`src/rtl/aes_core_scheduler.sv`:
```
`default_nettype none
// ============================================================================
// Module      : aes_core_scheduler
// Description : Arbitrates NUM_REQ requesters onto one shared AES core and
//               returns each ciphertext (or a timeout error) tagged with the
//               requester index. Define AES_SCHED_FIXED_PRIO_EN for fixed
//               lowest-index priority instead of round-robin.
// Revision    : 1.0 - initial release
// ============================================================================
module aes_core_scheduler #(
    parameter int NUM_REQ    = 4,
    parameter int TIMEOUT    = 64,
    parameter int GAP_CYCLES = 2,
    localparam int IDW       = $clog2(NUM_REQ)
) (
    input  logic                   AES_clk,
    input  logic                   AES_rst,
    input  logic [NUM_REQ-1:0]     req_valid,
    output logic [NUM_REQ-1:0]     req_ready,
    input  logic [NUM_REQ*128-1:0] req_data,
    input  logic [NUM_REQ*128-1:0] req_key,
    output logic                   rsp_valid,
    input  logic                   rsp_ready,
    output logic [127:0]           rsp_data,
    output logic [IDW-1:0]         rsp_id,
    output logic                   rsp_err,
    output logic                   core_en,
    output logic [127:0]           core_data_in,
    output logic [127:0]           core_key_in,
    input  logic [127:0]           core_data_out,
    input  logic                   core_out_valid
);

    localparam int c_RUN_W = $clog2(TIMEOUT);
    localparam int c_GAP_W = $clog2(GAP_CYCLES + 1);

    localparam logic [1:0] c_IDLE = 2'd0;
    localparam logic [1:0] c_RUN  = 2'd1;
    localparam logic [1:0] c_RESP = 2'd2;
    localparam logic [1:0] c_GAP  = 2'd3;

    localparam logic [c_RUN_W-1:0] c_RUN_LAST = c_RUN_W'(TIMEOUT - 1);
    localparam logic [c_GAP_W-1:0] c_GAP_LAST = c_GAP_W'(GAP_CYCLES - 1);

    logic [1:0]           r_state;
    logic [IDW-1:0]       r_last_grant;
    logic [c_RUN_W-1:0]   r_run_cnt;
    logic [c_GAP_W-1:0]   r_gap_cnt;
    logic [NUM_REQ-1:0]   r_req_ready;
    logic                 r_rsp_valid;
    logic [127:0]         r_rsp_data;
    logic [IDW-1:0]       r_rsp_id;
    logic                 r_rsp_err;
    logic                 r_core_en;
    logic [127:0]         r_core_data_in;
    logic [127:0]         r_core_key_in;

    logic                 w_any;
    logic [IDW-1:0]       w_grant;
    logic [NUM_REQ-1:0]   w_grant_onehot;

`ifdef AES_SCHED_FIXED_PRIO_EN
    // Descending scan so the lowest requesting index is the last one written.
    always_comb begin
        w_any   = 1'b0;
        w_grant = '0;
        for (int i = NUM_REQ - 1; i >= 0; i--) begin
            if (req_valid[i]) begin
                w_any   = 1'b1;
                w_grant = IDW'(i);
            end
        end
    end
`else
    function automatic logic [IDW-1:0] rr_index(input logic [IDW-1:0] base, input int offset);
        int sum;
        sum = int'(base) + offset;
        if (sum >= NUM_REQ) begin
            sum = sum - NUM_REQ;
        end
        return IDW'(sum);
    endfunction

    // Offsets scanned high to low: the nearest requester after last_grant wins,
    // last_grant itself is considered last.
    always_comb begin
        w_any   = 1'b0;
        w_grant = '0;
        for (int k = NUM_REQ; k >= 1; k--) begin
            if (req_valid[rr_index(r_last_grant, k)]) begin
                w_any   = 1'b1;
                w_grant = rr_index(r_last_grant, k);
            end
        end
    end
`endif

    always_comb begin
        w_grant_onehot          = '0;
        w_grant_onehot[w_grant] = 1'b1;
    end

    always_ff @(posedge AES_clk) begin
        if (AES_rst) begin
            r_state        <= c_IDLE;
            r_last_grant   <= IDW'(NUM_REQ - 1);
            r_run_cnt      <= '0;
            r_gap_cnt      <= '0;
            r_req_ready    <= '0;
            r_rsp_valid    <= 1'b0;
            r_rsp_data     <= '0;
            r_rsp_id       <= '0;
            r_rsp_err      <= 1'b0;
            r_core_en      <= 1'b0;
            r_core_data_in <= '0;
            r_core_key_in  <= '0;
        end else begin
            r_req_ready <= '0;
            case (r_state)
                c_IDLE: begin
                    if (w_any) begin
                        r_req_ready    <= w_grant_onehot;
                        r_core_data_in <= req_data[w_grant*128 +: 128];
                        r_core_key_in  <= req_key[w_grant*128 +: 128];
                        r_rsp_id       <= w_grant;
                        r_last_grant   <= w_grant;
                        r_core_en      <= 1'b1;
                        r_run_cnt      <= '0;
                        r_state        <= c_RUN;
                    end
                end
                c_RUN: begin
                    // A valid on the final timeout cycle still counts as success.
                    if (core_out_valid) begin
                        r_rsp_data  <= core_data_out;
                        r_rsp_err   <= 1'b0;
                        r_rsp_valid <= 1'b1;
                        r_core_en   <= 1'b0;
                        r_state     <= c_RESP;
                    end else if (r_run_cnt == c_RUN_LAST) begin
                        r_rsp_data  <= '0;
                        r_rsp_err   <= 1'b1;
                        r_rsp_valid <= 1'b1;
                        r_core_en   <= 1'b0;
                        r_state     <= c_RESP;
                    end else begin
                        r_run_cnt <= r_run_cnt + 1'b1;
                    end
                end
                c_RESP: begin
                    if (rsp_ready) begin
                        r_rsp_valid <= 1'b0;
                        r_gap_cnt   <= '0;
                        r_state     <= c_GAP;
                    end
                end
                c_GAP: begin
                    // Holding core_en low lets the core drop its previous job.
                    if (r_gap_cnt == c_GAP_LAST) begin
                        r_state <= c_IDLE;
                    end else begin
                        r_gap_cnt <= r_gap_cnt + 1'b1;
                    end
                end
                default: begin
                    r_state <= c_IDLE;
                end
            endcase
        end
    end

    assign req_ready    = r_req_ready;
    assign rsp_valid    = r_rsp_valid;
    assign rsp_data     = r_rsp_data;
    assign rsp_id       = r_rsp_id;
    assign rsp_err      = r_rsp_err;
    assign core_en      = r_core_en;
    assign core_data_in = r_core_data_in;
    assign core_key_in  = r_core_key_in;

endmodule
`default_nettype wire

```
`config.mk`:
```
export PLATFORM = sky130hd
export DESIGN_NAME = aes_core_scheduler
export DESIGN_NICKNAME = d
export VERILOG_FILES = /design/src/rtl/aes_core_scheduler.sv
export SDC_FILE = /design/constraint.sdc
export NUM_CORES = 1
export LEC_CHECK = 0
export CORE_AREA = 2 2 607 609
export CTS_CLUSTER_DIAMETER = 200
export DETAILED_ROUTE_END_ITERATION = 12
export DIE_AREA = 0 0 609 611
export PLACE_DENSITY = 0.3
export SYNTH_ARGS = -nofsm -noshare
export SYNTH_HDL_FRONTEND = slang
export SYNTH_SLANG_ARGS = --single-unit
```
`constraint.sdc`:
```
create_clock -name AES_clk -period 3.8 [get_ports AES_clk]
set_input_delay 0.57 -clock AES_clk [delete_from_list [all_inputs] [get_ports AES_clk]]
set_output_delay 0.57 -clock AES_clk [all_outputs]
set_load 0.05 [all_outputs]
```
==> flow_metrics.env <==
export IMPL_post_place_ws_ns=0.4502
export IMPL_outcome="complete, no violations"
export IMPL_routed_via_density=3.192
export IMPL_cts_hold_fix_buffers=0
export IMPL_setup_ws_ns=0.9117
export IMPL_clock_sinks=405
export IMPL_synth_cells=2303
export IMPL_ys_async_sr_fraction=0
export IMPL_netlist_cell_type_count=47
export IMPL_ys_seq_elements=405
export IMPL_finalCritPeriodShare=0.7601
export IMPL_grt_overflow_total=0
export IMPL_synth_fp_nets=3469
export IMPL_cts_root_buf="clkbuf_16"
export IMPL_slowest_stage="clkdlybuf4s50_1"
export IMPL_crit_family="buffers and inverters"
export IMPL_path_class="flop to output pin"
export IMPL_min_path_type="input port to flop"
export IMPL_final_cell_count_no_fill=8706
export IMPL_antenna_found_initial=265
export IMPL_utilization=0.1230
export IMPL_coreArea_um2=365000
export IMPL_clock_path_buffers=4
export IMPL_hold_viol=0
export IMPL_min_period_ns=2.888
export IMPL_slew_headroom=0.3054
export IMPL_nFillCells=41880
export IMPL_die_h_um=611
export IMPL_numPortBuffers=1552
export IMPL_vias=27790
export IMPL_globalRouteTotalUtil=0.1564
export IMPL_crit_chain="clkdlybuf4s50_1"
export IMPL_fin_setup_tns_ns=0
export IMPL_synth_area_um2=20870
export IMPL_worstMarginPinSlew_ns=1.039
export IMPL_post_cts_buffers=0
export IMPL_crit_arrival_ns=2.32
export IMPL_rsz0062_at_grt="false"
export IMPL_power_density_nw_per_um2=783.5
export IMPL_area_delta_synth_final_pct=115.1
export IMPL_syn_avg_cell_area_um2=9.063
export IMPL_power_leakage_nw=15.29
export IMPL_setup_violations=0
export IMPL_wl_um=304100
export IMPL_grt_util_met2=0.2761
export IMPL_drv_slew=0
export IMPL_cts_resized=0
export IMPL_nNetsFinal=4942
export IMPL_p_total_mw=35.18
export IMPL_avgRoutedWirePerCell_um=34.93
export IMPL_irDropWorstVdd_uv=524.4
export IMPL_worst_path_max_fanout=2
export IMPL_clkLatencyLatePin_ns=0.81
export IMPL_crit_buf_inv=1
export IMPL_skew_ns=0.08574
export IMPL_gp_congestion=0.9305
export IMPL_worst_setup_path_start_kind="flop"
export IMPL_end_kind="output pin"
export IMPL_synth_main_ff_cell="dfxtp_1"
export IMPL_drc_errors=0
export IMPL_seq_area_frac_synth=0.3885
export IMPL_required_ns=3.23
export IMPL_drv_cap=0
export IMPL_rows=222
export IMPL_grt_pass1_wl_um=367900
export IMPL_synth_edf_count=0
export IMPL_die_w_um=609
export IMPL_fmax_mhz=346.2
export IMPL_stdcell_area_um2=44900
export IMPL_antenna_left=0
export IMPL_die_area_um2=372100
export IMPL_grt_pass1_vias=27590
export IMPL_cts_buffers=75
export IMPL_grt_use_met3=0.07378
export IMPL_grt_use_met1=0.1675
export IMPL_grt_max_degree=130
export IMPL_start_util=0.05718
export IMPL_multiInputGateArea_um2=11630
export IMPL_io_pins=1553
export IMPL_worst_hold_slack_ns=0.1043
export IMPL_drtPass1Iterations=7
export IMPL_slowest_delay_ns=1.12
export IMPL_drive_above_1_share=0.1192
export IMPL_cts_tree="yes"
export IMPL_hpwl_um=261000
export IMPL_ys_warn_count=0
export IMPL_cts_clk_slew_worst_paths_ns=0.06
export IMPL_first_iter_violations=2126
export IMPL_cts_htree_levels=3
export IMPL_dp_cells=8515
export IMPL_grt_busiest_layer="met2"
export IMPL_placed_area_um2=42400
export IMPL_register_area_um2=8108
-- where the power goes --
part / switching, mW / leakage [nW] / internal [mW] / total [mW]
combinational: 14.0 / 10.8 / 7.14 / 21.2
clock: 2.86 / 1.16 / 4.05 / 6.91
sequential: 1.23 / 3.34 / 5.87 / 7.09
total: 18.1 / 15.3 / 17.1 / 35.2
-- registers in the layout, summed over array words and instances (netlist names) --
| register | cells |
|---|---|
| r_run_cnt | 6 |
| r_gap_cnt | 2 |
| rsp_valid | 1 |
| rsp_data | 128 |
| core_en | 1 |
| core_data_in | 128 |
| rsp_err | 1 |
| rsp_id | 2 |
| r_state | 2 |
| req_ready | 4 |
| r_last_grant | 2 |
| core_key_in | 128 |
-- layout make-up --
type | count | share of cell area
inverter | 6 | 0.0006688
antenna | 63 | 0.003511
tap | 4816 | 0.1342
timing repair buffer | 1646 | 0.3699
multi-input combinational | 1642 | 0.2590
clock inverter | 18 | 0.003260
clock buffer | 110 | 0.04896
sequential | 405 | 0.1806
-- routing by layer --
metal  wire (µm)  share of wire
met5        1450         0.0048
met4        8854          0.029
met3       31990           0.11
met2      149900           0.49
met1      111900           0.37
-- worst reg2reg max path, cell delays in order (launching register included) --
cell and delay [ns]:
dfxtp_1 0.66, nand2b_1 0.23, a21oi_1 0.12, nor2_4 0.63
buf_4 0.47, a221oi_1 0.17, buf_4 0.17, a211oi_1 0.20
-- cell usage in the layout, fill, tap and decap left out, types with 68 or more instances in the layout --
master and instances:
a21oi_1 262, a221oi_1 256, a22oi_1 131, buf_4 68
clkbuf_16 75, clkdlybuf4s50_1 1547, dfxtp_1 405, mux2_4 200
nand2_1 265, nor2_1 144, o21ai_0 259
-- path summary, 6_finish.rpt --
kind / start / endpoint / slack [ns] / depth (start not counted)
setup / recovery: rsp_data[101] / rsp_data[101] / 0.91 / 1
hold / removal: AES_rst / rsp_data[114] / 0.10 / 2
setup reg to reg: r_last_grant[0] / core_key_in[127] / 1.05 / 7
hold reg to reg: rsp_err / rsp_err / 0.46 / 2
-- synth_stat cells (3+ instances only) --
cell / instances / share of area
a211oi_1: 4 / 0.0014
a21oi_1: 262 / 0.063
a221oi_1: 256 / 0.11
a22oi_1: 131 / 0.047
and3_1: 7 / 0.0021
buf_1: 33 / 0.0059
buf_2: 39 / 0.0094
buf_6: 30 / 0.016
clkbuf_1: 148 / 0.027
dfxtp_1: 405 / 0.39
ha_1: 6 / 0.0036
inv_1: 5 / 0.00090
mux2_1: 29 / 0.016
mux2_2: 27 / 0.015
mux2_4: 200 / 0.14
nand2_1: 266 / 0.048
nand2b_1: 6 / 0.0018
nand3_1: 4 / 0.00096
nor2_1: 147 / 0.026
nor2b_1: 3 / 0.00090
nor3_1: 4 / 0.00096
o21ai_0: 259 / 0.062
xor2_1: 3 / 0.0013
-- cell families after synthesis --
group	after synthesis	synth area share
flip-flops	405	0.3885
buffers and inverters	256	0.05917
adder cells (fa/ha/maj)	6	0.003597
XOR/XNOR	3	0.001259
AO/OA/AOI/OAI	929	0.2885
multiplexers	258	0.1750
AND/OR/NAND/NOR	446	0.08399
(Power assumes the default switching activity.)
